==> src/rtl/mem_arbiter.sv <==
// Shares one memory port between I-cache misses and D-cache accesses; data wins unless the I-side starved.
// Grant 1 cycle after strobe, ready same cycle as m_ready, then one TURN cycle; waits indefinitely on m_ready.
module mem_arbiter #(
  parameter int MAX_D_STREAK = 3
) (
  input  logic        clk,
  input  logic        clrn,
  input  logic [31:0] i_a,
  input  logic        i_strobe,
  output logic [31:0] i_dout,
  output logic        i_ready,
  input  logic [31:0] d_a,
  input  logic [31:0] d_din,
  input  logic        d_rw,
  input  logic        d_strobe,
  output logic [31:0] d_dout,
  output logic        d_ready,
  output logic [31:0] m_a,
  output logic [31:0] m_din,
  output logic        m_rw,
  output logic        m_strobe,
  input  logic [31:0] m_dout,
  input  logic        m_ready,
  output logic [1:0]  grant
);

  typedef enum logic [1:0] {
    IDLE  = 2'd0,
    GNT_I = 2'd1,
    GNT_D = 2'd2,
    TURN  = 2'd3
  } state_t;

  typedef struct packed {
    logic [31:0] addr;
    logic [31:0] wdata;
    logic        rw;
  } mreq_t;

  localparam logic [2:0] STREAK_LIM = 3'(MAX_D_STREAK);

  state_t     state, state_nxt;
  mreq_t      req_q;
  logic [2:0] d_streak;
  logic       take_i, take_d;

  always_comb begin
    state_nxt = state;
    take_i    = 1'b0;
    take_d    = 1'b0;
    case (state)
      IDLE: begin
        // Contested arbitration: data wins until it has used up its streak.
        if (i_strobe && d_strobe) begin
          if (d_streak == STREAK_LIM) take_i = 1'b1;
          else                        take_d = 1'b1;
        end else if (i_strobe) begin
          take_i = 1'b1;
        end else if (d_strobe) begin
          take_d = 1'b1;
        end
        if (take_i)      state_nxt = GNT_I;
        else if (take_d) state_nxt = GNT_D;
      end
      GNT_I, GNT_D: begin
        if (m_ready) state_nxt = TURN;
      end
      TURN:    state_nxt = IDLE;
      default: state_nxt = IDLE;
    endcase
  end

  always_ff @(posedge clk) begin
    if (!clrn) begin
      state    <= IDLE;
      req_q    <= '0;
      d_streak <= 3'd0;
    end else begin
      state <= state_nxt;
      if (take_i) begin
        req_q.addr <= i_a;
        req_q.rw   <= 1'b0;
        d_streak   <= 3'd0;
      end else if (take_d) begin
        req_q.addr  <= d_a;
        req_q.wdata <= d_din;
        req_q.rw    <= d_rw;
        if (i_strobe && d_streak != 3'd7) d_streak <= d_streak + 3'd1;
      end
    end
  end

  assign m_a      = req_q.addr;
  assign m_din    = req_q.wdata;
  assign m_rw     = req_q.rw;
  assign m_strobe = (state == GNT_I) || (state == GNT_D);

  // Ready and read data are combinational so the cache can fill on the completing edge.
  assign i_ready = (state == GNT_I) && m_ready;
  assign d_ready = (state == GNT_D) && m_ready;
  assign i_dout  = (state == GNT_I) ? m_dout : 32'd0;
  assign d_dout  = (state == GNT_D) ? m_dout : 32'd0;

  always_comb begin
    grant = 2'b00;
    if (state == GNT_I)      grant = 2'b01;
    else if (state == GNT_D) grant = 2'b10;
  end

  a_req_stable: assert property (@(posedge clk) disable iff (!clrn)
    (m_strobe && !m_ready) |=> ($stable(m_a) && $stable(m_din) && $stable(m_rw)));

  a_ready_excl: assert property (@(posedge clk) !(i_ready && d_ready));

endmodule
==> config.mk <==
export PLATFORM = sky130hd
export DESIGN_NAME = mem_arbiter
export DESIGN_NICKNAME = d
export VERILOG_FILES = /design/src/rtl/mem_arbiter.sv
export SDC_FILE = /design/constraint.sdc
export NUM_CORES = 1
export LEC_CHECK = 0
export CORE_ASPECT_RATIO = 1.2
export CORE_UTILIZATION = 37
export CTS_CLUSTER_SIZE = 20
export DETAILED_ROUTE_END_ITERATION = 8
export PLACE_DENSITY_LB_ADDON = 0.05
export SLEW_MARGIN = 20
export SYNTH_ARGS = -nofsm -noshare
export SYNTH_HDL_FRONTEND = slang
export SYNTH_SLANG_ARGS = --single-unit
==> constraint.sdc <==
create_clock -name clk -period 2.1 [get_ports clk]
set_input_delay 0.21 -clock clk [delete_from_list [all_inputs] [get_ports clk]]
set_output_delay 0.21 -clock clk [all_outputs]
set_load 0.01 [all_outputs]
==> metrics.md <==
| Metric | Value |
|---|---|
| Status | finished, final reports clean |
| Crit share post-route | a little over nine tenths |
| Wire length per cell | 19.0 um |
| Syn_area_per_cell | 8.22 sq um |
| Post CTS Setup Buffer Count | 0 |
| Commonest non-fill, non-tap cell in the layout | clkdlybuf4s50_1 |
| DRT Pass-1 Iters | 4 |
| Syn_nets | between 600 and 700 |
| Yosys warns | 0 |
| Number of global-route vias before repair | 4,998 |
| Crit Path Category | reg -> out |
| Io pins | 268 |
| DRT Wirelength | 17,100 um |
| Clock slew at reported path FFs | ~0.06 ns |
| Die area | 0.0119 sq mm |
| Worst skew pair latency | 0.34 ns |
| First-pass GRT wire length | 26,100 um |
| #FFs+latches synth | 70 |
| F_max | approximately 490 MHz |
| WHS Path Cells | 3 |
| Reg2reg start | d_streak[0] |
| Layout Nets | 885 |
| Avg Vias per Cell | 5.79 |
| Cell count after placement | 887 |
| Number of synthesized flops with an enable pin | 0 |
| RSZ-0062 raised after global routing | true |
| Worst slew margin | 51.3% |
| Static Leak | ~3.3 nW |
| Grt total ovfl | 0 |
| Clock sinks | 70 |
| Critical Path Start Type | register |
| Total power density per cell area | 897 mW/mm^2 |
| CTS tree | yes |
| Reg2reg path depth | 5 |
| Fillers | 927 |
| Critical Path End Type | primary output |
| # diodes | 0 |
| Syn-to-layout area delta | 75.6% |
| Number of CTS-inserted buffers | 9 |
| Starting Density | 38.2% |
| Non-filler cells, final | 903 |
| Finished Core Util | 67.0% |
| Root Buffer | clkbuf_16 |
| Clk buf depth | 2 |
| Hold Crit Endpoint | m_din[13] |
| Synthesized area | 0.00423 sq mm |
| Register area | 0.00140 sq mm |
| Crit-path max FO | 33 |
| First DRT Iteration DRCs | 304 |
| Max-slew violations | 0 |
| Core area | 0.0111 sq mm |
| Arr. time, crit path | 1.82 ns |
| Crit Reg-Reg Endpoint | d_streak[0] |
| Max rail drop VDD | 0.510 mV |
| Initial antenna violation count | 0 |
| Pre-CTS WS | 0.205 ns |
| Max H-tree Level | 3 |
| Final hold vios | 0 |
| Area occupied by multi-input gates | roughly 0.0025 sq mm |
| TNS Setup | 0 ns |
| Ys flop type | dfxtp_1 |
| Least-Margin Pin Slew | 0.731 ns |
| Final setup margin | about 0.074 ns |
| Max cap viols | 0 |
| Hold_buf cts | 0 |
| Final HPWL DP | between 10,000 and 15,000 um |
| Synth cell types | 34 |
| Commonest non-fill, non-tap cells in the layout | clkdlybuf4s50_1 (228), and2_1 (70), dfxtp_1 (70) |
| Pin count of the biggest net entering global routing | 39 |
| Residual DRC | 0 |
| Final setup viols | 0 |
| Max Clock Skew | 0.00554 ns |
| All-Layer GR Usage | roughly 28% |
| HP Class | in -> reg |
| Gpl congestion | 0.935 |
| Hold path start | d_din[13] |
| Row count | 42 |
| Port bufs | 267 |
| Die Y | 119 um |
| Tmin final | between 2 and 2.5 ns |
| Req. time, crit path | between 1.5 and 2 ns |
| Post-synthesis sequential area ratio | 33.1% |
| Layout cell share with drive strength beyond 1 | 6.94% |
| Worst reg-to-reg setup slack | 0.19 ns |
| Syn Inst Count | 515 |
| Total power | roughly 6.7 mW |
| Antenna viol nets, final | 0 |
| DR vias | 5,225 |
| Die W | 99.7 um |
| Ys async rst share | 0% |
==> cell usage after synthesis, types with 5 or more instances <==
master | count | area [sq um]
and2_1 | 71 | 444
dfxtp_1 | 70 | 1400
nand4_1 | 64 | 400
buf_2 | 37 | 185
a21oi_1 | 33 | 165
a31oi_1 | 32 | 200
a32oi_1 | 32 | 280
and3_1 | 32 | 200
clkbuf_1 | 32 | 120
o211ai_1 | 32 | 240
o31ai_1 | 32 | 240
ha_1 | 7 | 87.6
o21ai_0 | 5 | 25.0
==> critical path, cell delays in order (launching register included) <==
cell and delay [ns]:
dfxtp_1 0.34, inv_2 0.08, ha_2 0.19, buf_12 0.17, and2_1 0.14, clkdlybuf4s50_1 0.55
==> power by group <==
group / switching [mW] / total, mW / internal (mW)
clock network: 0.616 / 1.42 / 0.808
registers: 0.195 / 1.80 / 1.61
logic: 1.62 / 3.44 / 1.83
total: 2.43 / 6.67 / 4.24
==> final cells by class <==
cell class | count | area share [%]
multi-input combinational | 366 | 33.5
tap | 154 | 2.59
clock buffer | 10 | 3.08
timing repair buffer | 292 | 41.1
sequential | 70 | 18.9
clock inverter | 6 | 0.623
inverter | 5 | 0.252
==> what timing repair did <==
| item | 4_1_cts | 5_1_grt |
|---|---|---|
| pin swaps | 0 | 0 |
| resized for setup | 7 | 38 |
| hold endpoints to repair | 0 | 0 |
| setup endpoints to repair | 37 | 61 |
==> metrics by stage <==
step                      hold WS (ns)  instance area, sq um
final                            0.441                  7430
after global routing             0.432                  7430
after CTS                        0.434                  7340
after detailed placement         0.462                  7060
after global placement           0.455                  7060
after floorplan                  0.360                  4230
==> per-layer routing <==
metal  GRT usage, %  up-vias  part of all wire [%]
met1           34.0     2476                    42
met5              0        -                     0
met3           6.40       19                   6.6
met2           48.5      255                    50
li1               -     2475                     -
met4           8.92        0                   1.6
==> worst max-delay path by stage <==
stage                      from          end  slack (ns)  cells past startpoint
finish                 state[0]    d_dout[1]        0.07                      5
global route           state[0]    d_dout[1]       -0.01                      5
CTS                    state[0]   d_dout[28]        0.01                      5
detailed placement  d_streak[0]  d_streak[0]        0.20                      5
global placement    d_streak[0]  d_streak[0]        0.33                      5
floorplan           d_streak[0]     m_din[0]        0.47                      7
==> cells by family (layout without fill, tap and decap cells) <==
kind of cell,count (synthesis),in the layout,synth area share (%)
flops,70,70,33.1
compound gates,174,174,29.0
fa+ha+maj,7,7,2.07
buf+inv,79,313,8.36
simple gates,185,185,27.5
==> flip-flops by register name (all words and copies together) (netlist names) <==
name	flops
m_din	32
d_streak	3
m_rw	1
m_a	32
state	2
Note: power is estimated with default switching activity, not from simulation.
